`src/rtl/cdb_arbiter_if.sv`:
```
// Result-source and common-data-bus signal bundle for the CDB arbiter.
// The arbiter takes the slave side; functional units and consumers take the master side.
interface cdb_arbiter_if #(
   parameter int NUM_SRC  = 4,
   parameter int ROB_IX_W = 3,
   parameter int DATA_W   = 32
);
   logic [NUM_SRC-1:0]          src_valid_in;
   logic [NUM_SRC*ROB_IX_W-1:0] src_rob_ix_in;
   logic [NUM_SRC*DATA_W-1:0]   src_data_in;
   logic                        flush_in;
   logic [NUM_SRC-1:0]          src_read_out;
   logic                        cdb_valid_out;
   logic [ROB_IX_W-1:0]         cdb_rob_ix_out;
   logic [DATA_W-1:0]           cdb_value_out;
   logic [15:0]                 cdb_count_out;

   modport master (
      output src_valid_in,
      output src_rob_ix_in,
      output src_data_in,
      output flush_in,
      input  src_read_out,
      input  cdb_valid_out,
      input  cdb_rob_ix_out,
      input  cdb_value_out,
      input  cdb_count_out
   );

   modport slave (
      input  src_valid_in,
      input  src_rob_ix_in,
      input  src_data_in,
      input  flush_in,
      output src_read_out,
      output cdb_valid_out,
      output cdb_rob_ix_out,
      output cdb_value_out,
      output cdb_count_out
   );
endinterface

```
`src/rtl/cdb_arbiter.sv`:
```
// Round-robin arbiter driving the single common data bus from the FU results.
// One registered broadcast per cycle; the winner gets a one-cycle read pulse.
module cdb_arbiter #(
   parameter int NUM_SRC  = 4,
   parameter int ROB_IX_W = 3,
   parameter int DATA_W   = 32
) (
   input logic        clk_in,
   input logic        rst_n_in,
   cdb_arbiter_if.slave bus
);
   localparam int PTR_W = (NUM_SRC > 1) ? $clog2(NUM_SRC) : 1;

   logic [NUM_SRC-1:0]  eligible;
   logic                found;
   logic [PTR_W-1:0]    win;
   logic [NUM_SRC-1:0]  gnt;
   logic                hi_found;
   logic                lo_found;
   logic [PTR_W-1:0]    hi_win;
   logic [PTR_W-1:0]    lo_win;
   logic [ROB_IX_W-1:0] rob_sel;
   logic [DATA_W-1:0]   val_sel;

   logic                valid_q, valid_d;
   logic [NUM_SRC-1:0]  read_q, read_d;
   logic [ROB_IX_W-1:0] rob_q, rob_d;
   logic [DATA_W-1:0]   val_q, val_d;
   logic [PTR_W-1:0]    ptr_q, ptr_d;
   logic [15:0]         cnt_q, cnt_d;

   // A source acknowledged last cycle may still show valid; mask it.
   assign eligible = bus.src_valid_in & ~read_q & {NUM_SRC{~bus.flush_in}};

   // Indices at or above the pointer beat those that wrapped below it.
   always_comb begin
      hi_found = 1'b0;
      lo_found = 1'b0;
      hi_win   = '0;
      lo_win   = '0;
      for (int i = 0; i < NUM_SRC; i++) begin
         if (eligible[i]) begin
            if (i >= int'(ptr_q)) begin
               if (!hi_found) begin
                  hi_found = 1'b1;
                  hi_win   = PTR_W'(i);
               end
            end else if (!lo_found) begin
               lo_found = 1'b1;
               lo_win   = PTR_W'(i);
            end
         end
      end
      found = hi_found | lo_found;
      win   = hi_found ? hi_win : lo_win;
   end

   always_comb begin
      gnt     = '0;
      rob_sel = '0;
      val_sel = '0;
      for (int i = 0; i < NUM_SRC; i++) begin
         if (found && (win == PTR_W'(i))) begin
            gnt[i]  = 1'b1;
            rob_sel = bus.src_rob_ix_in[i*ROB_IX_W +: ROB_IX_W];
            val_sel = bus.src_data_in[i*DATA_W +: DATA_W];
         end
      end
   end

   always_comb begin
      valid_d = found;
      read_d  = gnt;
      rob_d   = rob_q;
      val_d   = val_q;
      ptr_d   = ptr_q;
      cnt_d   = cnt_q;
      if (found) begin
         rob_d = rob_sel;
         val_d = val_sel;
         cnt_d = cnt_q + 16'd1;
         // Explicit wrap keeps non-power-of-two source counts in range.
         if (win == PTR_W'(NUM_SRC - 1)) begin
            ptr_d = '0;
         end else begin
            ptr_d = win + PTR_W'(1);
         end
      end
   end

   always_ff @(posedge clk_in or negedge rst_n_in) begin
      if (!rst_n_in) begin
         valid_q <= 1'b0;
         read_q  <= '0;
         rob_q   <= '0;
         val_q   <= '0;
         ptr_q   <= '0;
         cnt_q   <= '0;
      end else begin
         valid_q <= valid_d;
         read_q  <= read_d;
         rob_q   <= rob_d;
         val_q   <= val_d;
         ptr_q   <= ptr_d;
         cnt_q   <= cnt_d;
      end
   end

   assign bus.src_read_out   = read_q;
   assign bus.cdb_valid_out  = valid_q;
   assign bus.cdb_rob_ix_out = rob_q;
   assign bus.cdb_value_out  = val_q;
   assign bus.cdb_count_out  = cnt_q;

endmodule

```
`src/flat_wrapper.sv`:
```
// flat-port wrapper written by rule: the top's interface ports become plain ports
module cdb_arbiter_flat 
#(
   parameter int NUM_SRC  = 4,
   parameter int ROB_IX_W = 3,
   parameter int DATA_W   = 32
)
  (clk_in, rst_n_in, bus_src_valid_in, bus_src_rob_ix_in, bus_src_data_in, bus_flush_in, bus_src_read_out, bus_cdb_valid_out, bus_cdb_rob_ix_out, bus_cdb_value_out, bus_cdb_count_out);
  cdb_arbiter_if #(.NUM_SRC(NUM_SRC), .ROB_IX_W(ROB_IX_W), .DATA_W(DATA_W)) bus_i ();
  input logic clk_in;
  input logic rst_n_in;
  input wire logic [$bits(bus_i.src_valid_in)-1:0] bus_src_valid_in;
  input wire logic [$bits(bus_i.src_rob_ix_in)-1:0] bus_src_rob_ix_in;
  input wire logic [$bits(bus_i.src_data_in)-1:0] bus_src_data_in;
  input wire logic [$bits(bus_i.flush_in)-1:0] bus_flush_in;
  output wire logic [$bits(bus_i.src_read_out)-1:0] bus_src_read_out;
  output wire logic [$bits(bus_i.cdb_valid_out)-1:0] bus_cdb_valid_out;
  output wire logic [$bits(bus_i.cdb_rob_ix_out)-1:0] bus_cdb_rob_ix_out;
  output wire logic [$bits(bus_i.cdb_value_out)-1:0] bus_cdb_value_out;
  output wire logic [$bits(bus_i.cdb_count_out)-1:0] bus_cdb_count_out;
  assign bus_i.src_valid_in = bus_src_valid_in;
  assign bus_i.src_rob_ix_in = bus_src_rob_ix_in;
  assign bus_i.src_data_in = bus_src_data_in;
  assign bus_i.flush_in = bus_flush_in;
  assign bus_src_read_out = bus_i.src_read_out;
  assign bus_cdb_valid_out = bus_i.cdb_valid_out;
  assign bus_cdb_rob_ix_out = bus_i.cdb_rob_ix_out;
  assign bus_cdb_value_out = bus_i.cdb_value_out;
  assign bus_cdb_count_out = bus_i.cdb_count_out;
  cdb_arbiter #(.NUM_SRC(NUM_SRC), .ROB_IX_W(ROB_IX_W), .DATA_W(DATA_W)) u_core (.clk_in(clk_in), .rst_n_in(rst_n_in), .bus(bus_i));
endmodule
```
`config.mk`:
```
export PLATFORM = sky130hd
export DESIGN_NAME = cdb_arbiter_flat
export DESIGN_NICKNAME = d
export VERILOG_FILES = /design/src/rtl/cdb_arbiter_if.sv /design/src/rtl/cdb_arbiter.sv /design/src/flat_wrapper.sv
export SDC_FILE = /design/constraint.sdc
export NUM_CORES = 1
export LEC_CHECK = 0
export ABC_AREA = 1
export CAP_MARGIN = 20
export CORE_ASPECT_RATIO = 1.2
export CORE_MARGIN = 5
export CORE_UTILIZATION = 45
export CTS_BUF_LIST = sky130_fd_sc_hd__clkbuf_16
export DETAILED_ROUTE_END_ITERATION = 7
export PLACE_DENSITY = 0.87
export SLEW_MARGIN = 40
export SYNTH_ARGS = -nofsm -noshare
export SYNTH_HDL_FRONTEND = slang
export SYNTH_SLANG_ARGS = --single-unit
```
`constraint.sdc`:
```
create_clock -name clk_in -period 4.1 [get_ports clk_in]
set_input_delay 1.23 -clock clk_in [delete_from_list [all_inputs] [get_ports clk_in]]
set_output_delay 1.23 -clock clk_in [all_outputs]
set_load 0.005 [all_outputs]
```
-- Word level (Yosys, flattened, before mapping)
Index checks and enable logic that the tools add are counted.
- logic and storage cells: 65
- bits in registers: 58
- bits of input ports: 147
- order comparisons: 3
- add/sub/neg operators: 2
- equal/unequal tests: 3
- bitwise operators: 5
- reduce and logical (&&, ||, !) cells: 5
- muxes and demuxes: 41
- operators by type and width (kind ; number):
    2-to-1 mux 32 bit ; 4
    2-to-1 mux 2 bit ; 14
    2-to-1 mux 1 bit ; 19
    adder 16 x 1 -> 16 bit (second input constant) ; 1
    2-to-1 mux 3 bit ; 4
    bitwise AND 4 bit ; 2
    == test 2 bit (second input constant) ; 2
    >= comparator 1 x 2 -> 1 bit (first input constant) ; 2
    logical AND 1 bit ; 4
    inverter 4 bit ; 1
    adder 2 x 1 -> 2 bit (second input constant) ; 1
    == test 2 x 1 -> 1 bit (second input constant) ; 1
    >= comparator 2 bit (first input constant) ; 1
    zero test 2 bit ; 1
    inverter 1 bit ; 1
    bitwise OR 1 bit ; 1

-- Depth between registers and ports, before layout
- depth in word-level cells: 19
- mapped depth: 18

-- Worst setup path before layout
Ideal clock, no wire load.
- path kind: input-to-reg
- start point: input port bus_flush_in
- end point: register u_core.rob_q[0] (netlist: u_core.bus.cdb_rob_ix_out[0])
- path buffers: 2
- library setup time: 73 ps
- path slack: 939 ps
- stages: 16
- arrival: 3088 ps
- cells stage by stage: nor2_1 nand2_1 nor2_1 inv_1 nand2_2 nand2_1 nor4_1 nor2_1 nand2_1 ha_1 clkbuf_1 inv_2 clkbuf_1 o211ai_2 inv_2 a21oi_2
- word-level cells in the longest chain between the ends: 18
- elaborated cells between the ends (all ways): 41
- ends and longest elaborated chain (item ; line ; RTL):
    start, declared ; flat_wrapper.sv:15 ; input wire logic [$bits(bus_i.flush_in)-1:0] bus_flush_in;
    inverter 1 bit * ; cdb_arbiter.sv:33 ; assign eligible = bus.src_valid_in & ~read_q & {NUM_SRC{~bus.flush_in}};
    bitwise AND 4 bit * ; cdb_arbiter.sv:33 ;
    2-to-1 mux 1 bit ; cdb_arbiter.sv:42 ; if (eligible[i]) begin
    2-to-1 mux 1 bit ; cdb_arbiter.sv:44 ; if (!hi_found) begin
    2-to-1 mux 2 bit ; cdb_arbiter.sv:43 ; if (i >= int'(ptr_q)) begin
    2-to-1 mux 2 bit ; cdb_arbiter.sv:42 ;
    2-to-1 mux 2 bit ; cdb_arbiter.sv:44 ;
    2-to-1 mux 2 bit ; cdb_arbiter.sv:43 ;
    2-to-1 mux 2 bit ; cdb_arbiter.sv:42 ;
    2-to-1 mux 2 bit ; cdb_arbiter.sv:44 ;
    2-to-1 mux 2 bit ; cdb_arbiter.sv:42 ;
    2-to-1 mux 2 bit ; cdb_arbiter.sv:55 ; win = hi_found ? hi_win : lo_win;
    zero test 2 bit ; cdb_arbiter.sv:63 ; if (found && (win == PTR_W'(i))) begin
    logical AND 1 bit ; cdb_arbiter.sv:63 ;
    2-to-1 mux 3 bit (4 in a row) ; cdb_arbiter.sv:63 ;
    end signal, assigned ; cdb_arbiter.sv:102 ; rob_q <= rob_d;
    end, declared ; cdb_arbiter.sv:27 ; logic [ROB_IX_W-1:0] rob_q, rob_d;
Mark *: on every way between the ends. The rest lies on a longest branch, timed or not.
A chain may end at the register's enable or synchronous reset.

-- Worst setup path after layout
- start point: input port bus_flush_in
- end point: register u_core.val_q[5] (netlist: u_core.bus.cdb_value_out[5])
- word-level cells in the longest chain between the ends: 18
- elaborated cells between the ends (all ways): 41
- ends and longest elaborated chain (item ; line ; RTL):
    inverter 1 bit * ; cdb_arbiter.sv:33 ;
    bitwise AND 4 bit * ; cdb_arbiter.sv:33 ;
    2-to-1 mux 1 bit ; cdb_arbiter.sv:42 ;
    2-to-1 mux 1 bit ; cdb_arbiter.sv:44 ;
    2-to-1 mux 2 bit ; cdb_arbiter.sv:43 ;
    2-to-1 mux 2 bit ; cdb_arbiter.sv:42 ;
    2-to-1 mux 2 bit ; cdb_arbiter.sv:44 ;
    2-to-1 mux 2 bit ; cdb_arbiter.sv:43 ;
    2-to-1 mux 2 bit ; cdb_arbiter.sv:42 ;
    2-to-1 mux 2 bit ; cdb_arbiter.sv:44 ;
    2-to-1 mux 2 bit ; cdb_arbiter.sv:42 ;
    2-to-1 mux 2 bit ; cdb_arbiter.sv:55 ;
    zero test 2 bit ; cdb_arbiter.sv:63 ;
    logical AND 1 bit ; cdb_arbiter.sv:63 ;
    2-to-1 mux 32 bit (4 in a row) ; cdb_arbiter.sv:63 ;
    end signal, assigned ; cdb_arbiter.sv:103 ; val_q <= val_d;
    end, declared ; cdb_arbiter.sv:28 ; logic [DATA_W-1:0] val_q, val_d;
Marked as above.

==> results.py <==
metrics = {
    "sta": {
        "setup_tns_ns": 0,
        "fmax_ghz": 0.258,
        "worst_pin_slew_ns": 0.628,
        "rsz0062_at_grt": "no",
        "final-setup-viol-count": 0,
        "hold_viol_final": 0,
        "drv_slew": 0,
        "finalCritPeriodShare_pct": 94.4,
        "finalCriticalPeriod_ns": 3.87,
        "clock_skew_ns": 0.00643,
        "slew_headroom_pct": 58.0,
    },
    "placement": {
        "place_area_um2": 6280,
        "placed_cells": 929,
        "portBuffers": 202,
        "dp_hpwl_um": 11300,
        "gp_congestion": 0.934,
    },
    "pwr": {
        "internal_power_w": 0.00236,
        "peakVddDrop_uv": 294,
        "finalPower_w": 0.00403,
        "cellPowerDensity_nw_per_um2": 609,
        "power_frac_comb_pct": 55.6,
        "p_switching_w": 0.00167,
        "sw_frac_of_total_pct": 41.5,
        "pwr-share-clk_pct": 19.4,
        "p_leak_nw": 3.18,
        "pwr-share-seq_pct": 25.0,
    },
    "worst_hold_path": {
        "whs_path_depth": 2,
        "min_to": "u_core.bus.cdb_value_out[13]",
        "hold_path_class": "reg2reg",
        "min-delay-start": "u_core.bus.cdb_value_out[13]",
    },
    "synth": {
        "synth_seq_area_share_pct": 34.4,
        "synth.ff_latch_count": 58,
        "synth_area_um2": 4210,
        "synthDistinctLibCells": 25,
        "synthCells": 634,
        "synth_area_per_cell_um2": 6.65,
        "syn-num-nets": 786,
        "synth_warnings": 0,
    },
    "setup_path": {
        "cp_slowest_cell": "clkdlybuf4s50_1",
        "r2r_end": "u_core.bus.cdb_value_out[5]",
        "max_stage_delay_ns": 0.46,
        "ff2ff_path_depth": 14,
        "r2r_setup_slack_ns": 1.23,
        "cp_data_required_time_ns": 4.36,
        "crit_chain": "clkdlybuf4s50_1, nor2_1, nand2_1, nor2_1, inv_1, nand2_2, nand2_1, nor4_1, nor2_1, nand2_1, ha_1, inv_2, o211ai_2, inv_2, a21oi_2",
        "crit_type": "in2reg",
        "crit_path_max_fanout": 28,
        "startpoint": "bus_flush_in",
        "cp.arrival_ns": 4.13,
        "crit_path_start_kind": "primary input",
        "cp-end-kind": "flip-flop",
        "r2r-start": "u_core.bus.src_read_out[2]",
    },
    "detailed_routing": {
        "routed_via_density": 5.25,
        "num_vias": 4968,
        "wire_per_inst_um": 15.9,
        "drtPass1Iterations": 5,
        "routed_wl_um": 15100,
        "drtIter0Drc": 220,
        "drc": 0,
        "drtAntennaViolNets": 0,
    },
    "floorplan": {
        "die_area_um2": 11400,
        "die_h_um": 116,
        "initial_core_util_pct": 46.4,
        "io_pins": 203,
        "rows": 38,
        "chipWidth_um": 98.3,
        "core_area_um2": 9080,
    },
    "final_layout": {
        "nets": 973,
        "fin_cells": 947,
        "drive_gt1_share_pct": 8.23,
        "syn2layout_area_growth_pct": 57.1,
        "design_area_um2": 6620,
    },
    "clock_tree": {
        "cts_sinks": 58,
        "htreeDepth": 3,
        "post_cts_buffers": 0,
        "cts_buffers": 9,
        "clkLatencyLatePin_ns": 0.33,
        "cts_tree": "yes",
        "root_buffer": "clkbuf_16",
        "path_clk_slew_ns": 0.05,
        "clock_path_buffers": 2,
    },
    "grt": {
        "first_global_vias": 5195,
        "grt-ovfl-total": 0,
        "grt_max_degree": 59,
        "grt_pass1_wl_um": 24300,
        "grt_usage_pct": 26.6,
        "antenna_found_initial": 0,
    },
    "status": {
        "status": "completed",
    },
    "flow_run": {
        "maxCapViolCount": 0,
    },
}
[critical path, delay by kind of cell]
kind | cells | cell delay [ns]
AO/OA/AOI/OAI | 2 | 0.40
adder cells (fa/ha/maj) | 1 | 0.36
buffers and inverters | 4 | 0.92
AND/OR/NAND/NOR | 8 | 1.22
[cell families (layout without fill, tap and decap cells)]
logic type / after synthesis / in the layout / synth area share [%]
flip-flops: 58 / 58 / 34.4
XOR/XNOR: 15 / 15 / 3.12
other: 0 / 1 / 0
AO/OA/AOI/OAI: 42 / 42 / 7.96
adder cells (fa/ha/maj): 5 / 5 / 1.48
AND/OR/NAND/NOR: 377 / 377 / 38.9
buffers and inverters: 137 / 329 / 14.1
[sequential cells by signal (all words and copies together), names as in the netlist]
| register | flops |
|---|---|
| u_core.bus.cdb_value_out | 32 |
| u_core.bus.cdb_count_out | 16 |
| u_core.bus.src_read_out | 4 |
| u_core.bus.cdb_rob_ix_out | 3 |
| u_core.ptr_q | 2 |
| u_core.bus.cdb_valid_out | 1 |
[through the flow]
step	setup slack, ns	utilization (%)	hold WS (ns)
global placement	0.304	69.2	0.480
floorplan	0.939	-	0.489
finish	0.229	72.9	0.490
global route	0.0306	72.9	0.533
CTS	0.307	72.6	0.495
detailed placement	0.0513	69.2	0.482
[power by group through the flow]
stage	registers, W	clock network, W	logic (W)
finish	0.00101	0.000782	0.00224
global route	0.00104	0.000812	0.00249
CTS	0.00100	0.000785	0.00224
detailed placement	0.00100	0	0.00222
global placement	0.000999	0	0.00214
floorplan	0.000991	0	0.00132
[cell usage in the layout (no fill, tap or decap)]
master,Yosys,final
clkdlybuf4s50_1,0,201
nand2_1,169,169
nand3_1,96,96
inv_1,78,78
nor2_1,70,70
dfrtp_1,58,58
nand4_1,25,25
inv_2,14,14
xor2_1,13,13
buf_4,3,11
o21ai_0,10,10
o211ai_2,10,10
o22ai_1,10,10
a21oi_2,10,10
clkbuf_16,0,9
nor3_1,8,8
clkinv_1,5,8
ha_1,5,4
nor4_1,3,3
buf_12,0,3
o21ai_1,2,2
nand2_2,3,2
xnor2_1,2,2
bufinv_16,0,2
diode_2,0,1
nand3_4,0,1
nand2_4,0,1
nand3b_1,1,1
nand3_2,2,1
ha_2,0,1
clkinvlp_4,0,1
clkinv_2,0,1
buf_2,13,1
[synth_stat cells]
cell	number	area, µm²
a21oi_2	10	87.6
buf_2	13	65.1
buf_4	3	22.5
buf_6	7	78.8
clkbuf_1	17	63.8
clkinv_1	5	18.8
dfrtp_1	58	1450
ha_1	5	62.6
inv_1	78	293
inv_2	14	52.6
nand2_1	169	634
nand2_2	3	18.8
nand3_1	96	480
nand3_2	2	20.0
nand3b_1	1	7.51
nand4_1	25	156
nor2_1	70	263
nor3_1	8	40.0
nor4_1	3	18.8
o211ai_2	10	125
o21ai_0	10	50.1
o21ai_1	2	10.0
o22ai_1	10	62.6
xnor2_1	2	17.5
xor2_1	13	114
[worst max-delay path by stage]
stage	cells after the start	endpoint	slack, ns
after floorplan	16	u_core.bus.cdb_rob_ix_out[0]	0.94
after global placement	15	u_core.bus.cdb_value_out[5]	0.30
after detailed placement	15	u_core.bus.cdb_rob_ix_out[0]	0.05
after CTS	15	u_core.bus.cdb_value_out[16]	0.31
after global routing	16	u_core.bus.cdb_value_out[20]	0.03
final	15	u_core.bus.cdb_value_out[5]	0.23
[per-layer routing]
| metal | global-route usage, % | up-vias | routed length [µm] |
|---|---|---|---|
| met5 | 0 | - | 0 |
| met4 | 16.1 | 0 | 718 |
| met3 | 7.83 | 54 | 1450 |
| met2 | 47.9 | 266 | 7680 |
| met1 | 27.3 | 2266 | 5230 |
| li1 | - | 2382 | - |
[layout make-up]
class,count,area [µm²]
Antenna cell,1,2.50
Clock buffer,9,225
Clock inverter,7,83.8
Fill cell,675,2460
Inverter,97,364
Multi-Input combinational cell,439,2180
Sequential cell,58,1450
Tap cell,120,150
Timing Repair Buffer,216,2160
[repair_timing]
action                                 4_1_cts  5_1_grt
gates resized for setup                      0        1
hold buffers                                 0        0
endpoints found under the hold margin        0        0
setup endpoints to repair                    0        1
Power figures use the tool's default switching activity.
